File: src/rtl/seg_label_colorizer.sv
// seg_label_colorizer: raster-scans the label buffer, maps class IDs to RGB and streams pixels
// over valid/ready with frame/line markers. Define CLASS_HIST_EN to build the per-class histogram.
module seg_label_colorizer #(
   parameter int unsigned INPUT_WIDTH  = 224,
   parameter int unsigned INPUT_HEIGHT = 224,
   parameter int unsigned NUM_CLASSES  = 21,
   parameter int unsigned ADDR_W       = 16
) (
   input  logic              clk,
   input  logic              rst_n,
   input  logic              start,
   output logic              lbl_rd_en,
   output logic [ADDR_W-1:0] lbl_addr,
   input  logic [7:0]        lbl_rd_data,
   output logic              pix_valid,
   input  logic              pix_ready,
   output logic [23:0]       pix_data,
   output logic              pix_sof,
   output logic              pix_eol,
   output logic              pix_eof,
   output logic              busy,
   output logic              done,
   input  logic [7:0]        hist_sel,
   output logic [15:0]       hist_count
);

   localparam int unsigned PIX_N = INPUT_WIDTH * INPUT_HEIGHT;
   localparam int unsigned X_W   = (INPUT_WIDTH > 1) ? $clog2(INPUT_WIDTH) : 1;
`ifdef CLASS_HIST_EN
   localparam int unsigned ENT_W = 35;
`else
   localparam int unsigned ENT_W = 27;
`endif

   typedef enum logic [1:0] {S_IDLE, S_RUN, S_DRAIN, S_DONE} state_e;

   state_e            state_q, state_d;
   logic              busy_q, busy_d, done_q, done_d;
   logic [ADDR_W-1:0] addr_q, addr_d;
   logic [X_W-1:0]    x_q, x_d;
   logic              dvalid_q, dvalid_d;
   logic [2:0]        dmeta_q, dmeta_d;
   logic              head_valid_q, head_valid_d, skid_valid_q, skid_valid_d;
   logic [ENT_W-1:0]  head_q, head_d, skid_q, skid_d, push_ent;
   logic              start_acc, beat, last_rd;
   logic [1:0]        fill;

   function automatic logic [23:0] colorize(input logic [7:0] id);
      logic [15:0] id_w;
      id_w = 16'(id);
      if (id >= 8'(NUM_CLASSES)) return 24'h000000;
      return {8'(id_w * 16'd37), 8'(id_w * 16'd71), 8'(id_w * 16'd113)};
   endfunction

   assign start_acc = (state_q == S_IDLE) && start;
   assign beat      = head_valid_q && pix_ready;
   // Entries that will still be held once the returning read lands, after this cycle's beat leaves.
   assign fill      = 2'(head_valid_q) + 2'(skid_valid_q) + 2'(dvalid_q) - 2'(beat);
   assign lbl_rd_en = (state_q == S_RUN) && (fill < 2'd2);
   assign last_rd   = lbl_rd_en && (addr_q == ADDR_W'(PIX_N - 1));

   always_ff @(posedge clk or negedge rst_n) begin
      if (!rst_n) begin
         state_q <= S_IDLE;
         busy_q  <= 1'b0;
         done_q  <= 1'b0;
      end else begin
         state_q <= state_d;
         busy_q  <= busy_d;
         done_q  <= done_d;
      end
   end

   always_comb begin
      state_d = state_q;
      unique case (state_q)
         S_IDLE:  if (start) state_d = S_RUN;
         S_RUN:   if (last_rd) state_d = S_DRAIN;
         S_DRAIN: if (beat && head_q[0]) state_d = S_DONE;
         S_DONE:  state_d = S_IDLE;
         default: state_d = S_IDLE;
      endcase
   end

   always_comb begin
      busy_d = 1'b0;
      done_d = 1'b0;
      if ((state_d == S_RUN) || (state_d == S_DRAIN)) busy_d = 1'b1;
      if (state_d == S_DONE) done_d = 1'b1;
   end

   // Read-address generation and marker tagging of each issued read.
   always_comb begin
      addr_d   = addr_q;
      x_d      = x_q;
      dvalid_d = lbl_rd_en;
      dmeta_d  = dmeta_q;
      if (start_acc) begin
         addr_d = '0;
         x_d    = '0;
      end else if (lbl_rd_en) begin
         dmeta_d = {addr_q == '0, x_q == X_W'(INPUT_WIDTH - 1), last_rd};
         if (!last_rd) addr_d = addr_q + ADDR_W'(1);
         x_d = (x_q == X_W'(INPUT_WIDTH - 1)) ? '0 : x_q + X_W'(1);
      end
   end

`ifdef CLASS_HIST_EN
   assign push_ent = {lbl_rd_data, colorize(lbl_rd_data), dmeta_q};
`else
   assign push_ent = {colorize(lbl_rd_data), dmeta_q};
`endif

   // Two-entry output FIFO: head drives the port, skid absorbs the read landing during a stall.
   always_comb begin
      head_valid_d = head_valid_q;
      head_d       = head_q;
      skid_valid_d = skid_valid_q;
      skid_d       = skid_q;
      if (!head_valid_q || beat) begin
         if (skid_valid_q) begin
            head_valid_d = 1'b1;
            head_d       = skid_q;
            skid_valid_d = dvalid_q;
            if (dvalid_q) skid_d = push_ent;
         end else begin
            head_valid_d = dvalid_q;
            if (dvalid_q) head_d = push_ent;
         end
      end else if (dvalid_q) begin
         skid_valid_d = 1'b1;
         skid_d       = push_ent;
      end
   end

   always_ff @(posedge clk or negedge rst_n) begin
      if (!rst_n) begin
         addr_q       <= '0;
         x_q          <= '0;
         dvalid_q     <= 1'b0;
         dmeta_q      <= '0;
         head_valid_q <= 1'b0;
         head_q       <= '0;
         skid_valid_q <= 1'b0;
         skid_q       <= '0;
      end else begin
         addr_q       <= addr_d;
         x_q          <= x_d;
         dvalid_q     <= dvalid_d;
         dmeta_q      <= dmeta_d;
         head_valid_q <= head_valid_d;
         head_q       <= head_d;
         skid_valid_q <= skid_valid_d;
         skid_q       <= skid_d;
      end
   end

   assign lbl_addr  = addr_q;
   assign pix_valid = head_valid_q;
   assign pix_data  = head_q[26:3];
   assign pix_sof   = head_q[2];
   assign pix_eol   = head_q[1];
   assign pix_eof   = head_q[0];
   assign busy      = busy_q;
   assign done      = done_q;

`ifdef CLASS_HIST_EN
   logic [15:0] hist_q [NUM_CLASSES];
   logic [15:0] hist_d [NUM_CLASSES];

   // Bins clear on an accepted start and count accepted in-range beats.
   always_comb begin
      hist_d = hist_q;
      for (int unsigned i = 0; i < NUM_CLASSES; i++) begin
         if (start_acc) hist_d[i] = '0;
         else if (beat && (head_q[34:27] == 8'(i))) hist_d[i] = hist_q[i] + 16'd1;
      end
   end

   always_ff @(posedge clk or negedge rst_n) begin
      if (!rst_n) begin
         for (int unsigned i = 0; i < NUM_CLASSES; i++) hist_q[i] <= '0;
      end else begin
         hist_q <= hist_d;
      end
   end

   always_comb begin
      hist_count = '0;
      for (int unsigned i = 0; i < NUM_CLASSES; i++) begin
         if (hist_sel == 8'(i)) hist_count = hist_q[i];
      end
   end
`else
   logic unused_hist_sel;
   assign unused_hist_sel = &{1'b0, hist_sel};
   assign hist_count      = '0;
`endif

endmodule

File: config.mk
export PLATFORM = sky130hd
export DESIGN_NAME = seg_label_colorizer
export DESIGN_NICKNAME = d
export VERILOG_FILES = /design/src/rtl/seg_label_colorizer.sv
export SDC_FILE = /design/constraint.sdc
export NUM_CORES = 1
export LEC_CHECK = 0
export CELL_PAD_IN_SITES_DETAIL_PLACEMENT = 1
export CELL_PAD_IN_SITES_GLOBAL_PLACEMENT = 1
export CORE_ASPECT_RATIO = 0.8
export CORE_MARGIN = 1.5
export CORE_UTILIZATION = 45
export CTS_CLUSTER_DIAMETER = 50
export DETAILED_ROUTE_END_ITERATION = 16
export DONT_BUFFER_PORTS = 1
export PLACE_DENSITY = 0.85
export SYNTH_ARGS = -nofsm -noshare
export SYNTH_HDL_FRONTEND = slang
export SYNTH_SLANG_ARGS = --single-unit
export TNS_END_PERCENT = 100
File: constraint.sdc
create_clock -name clk -period 2.38 [get_ports clk]
set_input_delay 0 -clock clk [delete_from_list [all_inputs] [get_ports clk]]
set_output_delay 0 -clock clk [all_outputs]
set_load 0.03 [all_outputs]
# Word level (Yosys, flattened, before mapping)
# Cells that the tools add are included.
# totals
reg_bits	88
input_bits	20
output_inout_bits	63
# op_classes
addsub	5
n_mul	3
n_lt_le_gt_ge	2
n_eq_ne	10
muxes	24
bitwise	1
reduce_logical	16
# op_table
op	count
$mux 27	5
$mux 16	3
$mux 24	2
$mux 8	3
$add 16x1->16 const B	1
$eq 16x16->1 const B	1
$logic_not 16->1	1
$mul 8x7->8 const B	2
$add 8x1->8 const B	1
$eq 2x2->1 const B	4
$eq 8x8->1 const B	1
$ge 8x5->1 const B	1
$mul 8x6->8 const B	1
$pmux 2 s4	1
$mux 1	7
$mux 2	3
$reduce_and 2->1	3
$reduce_bool 2->1	3
$logic_and 1x1->1	5
$eq 2x1->1 const B	2
$ne 2x2->1 const B	2
$add 1x1->2	1
$add 2x1->2	1
$logic_not 2->1	1
5 further kinds	6

# Logic depth before layout (Yosys ltp)
# logic_depth
word_depth	11
mapped_depth	13
ltp_nobuf	13

# Least setup slack after synthesis
# Ideal clock, no wire load.
# synth_path
path_kind	register -> register
from	register head_valid_q (netlist: pix_valid)
to	register busy_q (netlist: busy)
setup_ps	126
arrival_time_ps	2836
t_required_ps	2254
setup_slack_ps	-582
path_stages_with_launch	12
path_buffers	0
period_less_slack_ps	2962
path_cell_list	dfrtp_1 -> and2_1 -> ha_1 -> inv_1 -> ha_1 -> a21oi_4 -> xor2_4 -> nand2_2 -> inv_1 -> a211oi_1 -> a41o_1 -> ha_1
# synth_between
elab_chain_cells	11
elab_cells_between_ends	15
classes_between	3 x add/sub; 1 x order compare; 2 x eq/ne; 4 x mux; 5 x reduce/logical
# synth_rtl
element	line_no	text
start: declaration	43	logic head_valid_q, head_valid_d, skid_valid_q, skid_valid_d;
start signal: assignment	151	head_valid_q <= head_valid_d;
$add 1x1->2	58	assign fill = 2'(head_valid_q) + 2'(skid_valid_q) + 2'(dvalid_q) - 2'(beat);
$add 2x1->2	58	
$sub 2x1->2 (*)	58	
$lt 2x2->1 (*)	59	assign lbl_rd_en = (state_q == S_RUN) && (fill < 2'd2);
$logic_and 1x1->1 (*)	59	
via lbl_rd_en	12	output logic lbl_rd_en,
$logic_and 1x1->1 (*)	60	assign last_rd = lbl_rd_en && (addr_q == ADDR_W'(PIX_N - 1));
$mux 2 (*)	78	S_RUN: if (last_rd) state_d = S_DRAIN;
$pmux 2 s4 (*)	76	unique case (state_q)
$eq 2x1->1 or $eq 2x2->1 (tied branches)	88	if ((state_d == S_RUN) || (state_d == S_DRAIN)) busy_d = 1'b1;
$logic_or 1x1->1 (*)	88	
$mux 1 (*)	88	
via busy_d	38	logic busy_q, busy_d, done_q, done_d;
end signal: assignment	69	busy_q <= busy_d;
end: declaration	38	
# The timed path passes the listed nets; every way through them passes the cells marked *.
# A chain may end at the register's enable or synchronous reset.

# Worst setup path after layout
# layout_path
from	register head_valid_q (netlist: pix_valid)
to	register addr_q[10] (netlist: lbl_addr[10])
# layout_between
elab_chain_cells	8
elab_cells_between_ends	10
classes_between	3 x add/sub; 1 x order compare; 1 x eq/ne; 5 x reduce/logical
# layout_rtl
element	line_no	text
$add 1x1->2	58	
$add 2x1->2	58	
$sub 2x1->2 (*)	58	
$lt 2x2->1 (*)	59	
$logic_and 1x1->1 (*)	59	
$logic_and 1x1->1	60	
$ne 2x2->1 (no line)	n/a	
$reduce_and 2->1 (no line) (*)	n/a	
end signal: assignment	147	addr_q <= addr_d;
end: declaration	39	logic [ADDR_W-1:0] addr_q, addr_d;
# Every way passes the cells marked *; elsewhere a longest branch is shown, timed or not.

==> run_results.csv <==
group,metric,value,unit
die,ios,83,
die,area_of_the_core,11000,sq um
synth,synth_area,5140,sq um
clock_tree,cts_inserted_buffers,9,
synth,yosysWarnings,0,
pwr,cellInternalPower,0.00468,W
final_layout,num-fill-cells,1220,
clock_tree,cts_max_path_buffers,2,
timing,report.final.hold_viol_count,0,
synth,synth_top_flop_cell,"sky130_fd_sc_hd__dfrtp_1",
pwr,total_leakage_power,2.84,nW
critical_path,worst_ep_arrival_time,2800,ps
placement,gp_congestion,0.854,
pwr,switching_share,46.4,%
global_route,first_global_vias,4615,
final_layout,seqCellArea,2050,sq um
timing,tightest_slew_margin_relative_to_the_limit,51.3,%
pwr,pwr-share-comb,52.5,%
timing,fin_tns_setup,-1310,ps
route,final_wirelength,16300,um
synth,synth_top_area_share,39.9,%
pwr,cellPowerDensity,1400,nW/um^2
global_route,global_route.usage.total,26.0,%
synth,synthMostInstantiatedCell,"sky130_fd_sc_hd__nand2_1",
global_route,grt-ovfl-total,0,
timing,rsz0062_at_grt,"yes",
synth,post-synth-top-area-cell,"sky130_fd_sc_hd__dfrtp_1",
pwr,switchingPower,0.00405,W
synth,post_synth_arst_share,100,%
final_layout,syn2layout_area_growth,21.6,%
route,detail_route.vias_per_cell,5.96,
timing,worst-slew-pin-transition,729,ps
timing,worst_skew,7.86,ps
synth,syn_area_per_cell,9.60,sq um
die,initial_core_util,46.7,%
status,violations,"negative setup slack",
timing,worst_slack,-154,ps
pwr,pwr-share-seq,29.8,%
route,drt_iter0_markers,257,
critical_path,critical_path_class,"register to register",
final_layout,final_util,56.8,%
synth,post_synth_num_cell_types,57,
clock_tree,clk_pin_slew,70,ps
die,number_of_core_rows,34,
global_route,grt_pass1_wl,24100,um
final_layout,final_area,6250,sq um
timing,max_clock_freq,395,MHz
final_layout,drive_gt1_share,21.3,%
die,die_area,12100,sq um
synth,synth.yosys.seq_area_share,39.9,%
placement,post_detail_place_hpwl,10300,um
clock_tree,insertion_delay,340,ps
critical_path,start_kind,"register",
die,die_w,123,um
status,outcome,"finished with violations",
synth,synth_edf_count,0,
flow_run,max_cap_viol_count,0,
clock_tree,cts_tree,"built",
clock_tree,cts_root_buffer,"sky130_fd_sc_hd__clkbuf_16",
timing,fin_crit,2530,ps
synth,yosys_register_bits,82,
hold_path,min_path_type,"input pin to register",
clock_tree,cts_htree_levels,3,
pwr,pwr-share-clk,17.7,%
synth,synth_top_cells_by_count,"84 x sky130_fd_sc_hd__nand2_1, 82 x sky130_fd_sc_hd__dfrtp_1, 44 x sky130_fd_sc_hd__ha_1, 30 x sky130_fd_sc_hd__inv_1, 26 x sky130_fd_sc_hd__nor2_1",
placement,io_buffers,0,
route,final_antenna_net_count,0,
global_route,grt_max_degree,83,
timing,finalSetupViolations,21,
synth,postSynthCellCount,536,
route,drtPass1Iterations,5,
final_layout,multi_input_area,3040,sq um
timing,finalMaxSlewViolations,0,
final_layout,layoutNonFillerInstCount,732,
global_route,initial_antenna_violation_count,0,
route,drc,0,
synth,yosys-top-cells-area,"sky130_fd_sc_hd__dfrtp_1 40%, sky130_fd_sc_hd__ha_1 11%, sky130_fd_sc_hd__nand2_1 6.1%, sky130_fd_sc_hd__fa_1 3.1%, sky130_fd_sc_hd__buf_4 2.8%",
clock_tree,cts.sinks,82,
critical_path,critical_path_maximum_fanout,5,
final_layout,finalNetCount,655,
critical_path,cp-end-kind,"register",
timing,fin_crit_sh,106,%
placement,postPlaceCellArea,5580,sq um
route,route.vias.total,4362,
final_layout,antenna-diode-count,0,
placement,dpl.cell_count,697,
route,average_wire_length_per_cell_after_detail_routing,22.2,um
pwr,worst_case_vdd_ir_drop,0.653,mV
die,die_height,98.6,um
critical_path,required,2650,ps
registers in the layout, summed over array words and instances, names as in the netlist, 2 cells and up:
signal and flops:
head_q 24, skid_q 24, lbl_addr 16, x_q 8, dmeta_q 3, state_q 2
repair_timing:
action | 4_1_cts | 5_1_grt
resized for setup | 14 | 18
buffers inserted | 5 | 5
gates cloned | 0 | 1
endpoints found under the hold margin | 89 | 0
setup endpoints to repair | 15 | 23
hold buffers | 8 | 0
pin swaps | 10 | 16
worst paths after layout:
check | start | endpoint | depth (start not counted) | slack (ps)
hold / removal | lbl_rd_data[5] | skid_q[10]$_DFFE_PN0P_ | 3 | 10
hold reg to reg | skid_q[20]$_DFFE_PN0P_ | skid_q[20]$_DFFE_PN0P_ | 2 | 480
setup / recovery | pix_valid$_DFFE_PN0N_ | lbl_addr[10]$_DFFE_PN0P_ | 10 | -150
setup reg to reg | pix_valid$_DFFE_PN0N_ | lbl_addr[10]$_DFFE_PN0P_ | 10 | -150
max in group asynchronous | rst_n | skid_q[7]$_DFFE_PN0P_ | 2 | 1820
min in group asynchronous | rst_n | state_q[0]$_DFF_PN0_ | 2 | 210
metrics by stage:
step                      worst slack [ps]  total power [W]  hold slack, ps
after floorplan                       -235          0.00498            -296
after global placement               -16.9          0.00599            -292
after detailed placement              -170          0.00624            -293
after CTS                             -108          0.00815            8.60
after global routing                  -215          0.00918            61.0
final                                 -154          0.00873            12.2
worst max-delay path: stages (launching register included):
cell and delay (ps):
sky130_fd_sc_hd__dfrtp_2 410, sky130_fd_sc_hd__and2_4 150, sky130_fd_sc_hd__ha_4 260, sky130_fd_sc_hd__inv_2 30, sky130_fd_sc_hd__ha_4 210, sky130_fd_sc_hd__a21oi_4 210
sky130_fd_sc_hd__xor2_4 290, sky130_fd_sc_hd__buf_4 170, sky130_fd_sc_hd__a31oi_2 160, sky130_fd_sc_hd__or3_1 400, sky130_fd_sc_hd__a21oi_2 160
layer usage:
| layer | routed length (um) | part of all wire [%] | track usage (%) |
|---|---|---|---|
| met3 | 913 | 5.6 | 5.79 |
| met2 | 8280 | 51 | 44.2 |
| met1 | 6610 | 41 | 32.6 |
| met5 | 0 | 0 | 0 |
| met4 | 478 | 2.9 | 9.48 |
power groups by stage:
stage,logic (W),registers [W],clock network [W]
floorplan,0.00235,0.00263,0
global placement,0.00343,0.00256,0
detailed placement,0.00364,0.00260,0
CTS,0.00400,0.00258,0.00158
global route,0.00491,0.00265,0.00162
finish,0.00458,0.00260,0.00155
cell usage in the layout, fill, tap and decap left out, types with 8 or more instances in the layout:
| cell | n |
|---|---|
| sky130_fd_sc_hd__nand2_1 | 84 |
| sky130_fd_sc_hd__dfrtp_1 | 81 |
| sky130_fd_sc_hd__buf_4 | 52 |
| sky130_fd_sc_hd__ha_1 | 39 |
| sky130_fd_sc_hd__inv_1 | 28 |
| sky130_fd_sc_hd__nor2_1 | 24 |
| sky130_fd_sc_hd__o21ai_0 | 20 |
| sky130_fd_sc_hd__conb_1 | 16 |
| sky130_fd_sc_hd__a21oi_1 | 14 |
| sky130_fd_sc_hd__xnor2_1 | 14 |
| sky130_fd_sc_hd__a31oi_1 | 14 |
| sky130_fd_sc_hd__nand3b_1 | 12 |
| sky130_fd_sc_hd__o31ai_1 | 11 |
| sky130_fd_sc_hd__nand3_1 | 11 |
| sky130_fd_sc_hd__mux2i_1 | 11 |
| sky130_fd_sc_hd__clkbuf_16 | 9 |
| sky130_fd_sc_hd__or2_2 | 8 |
| sky130_fd_sc_hd__fa_1 | 8 |
layout make-up:
cell class | count | area share [%]
Tap cell | 144 | 2.88
Clock inverter | 5 | 1.36
Multi-Input combinational cell | 397 | 48.6
Sequential cell | 82 | 32.8
Timing Repair Buffer | 63 | 8.62
Clock buffer | 11 | 3.88
Inverter | 30 | 1.86
cells by family after synthesis:
group	Yosys count	synth area share (%)
and+or+nand+nor	182	17.5
AOI/OAI and AO/OA	107	13.8
DFF	82	39.9
buffers and inverters	73	6.88
adders and majority gates	53	14.0
xor gates and xnor gates	23	4.82
muxes	15	3.02
other	1	0.0729
Note: power is estimated with default switching activity, not from simulation.
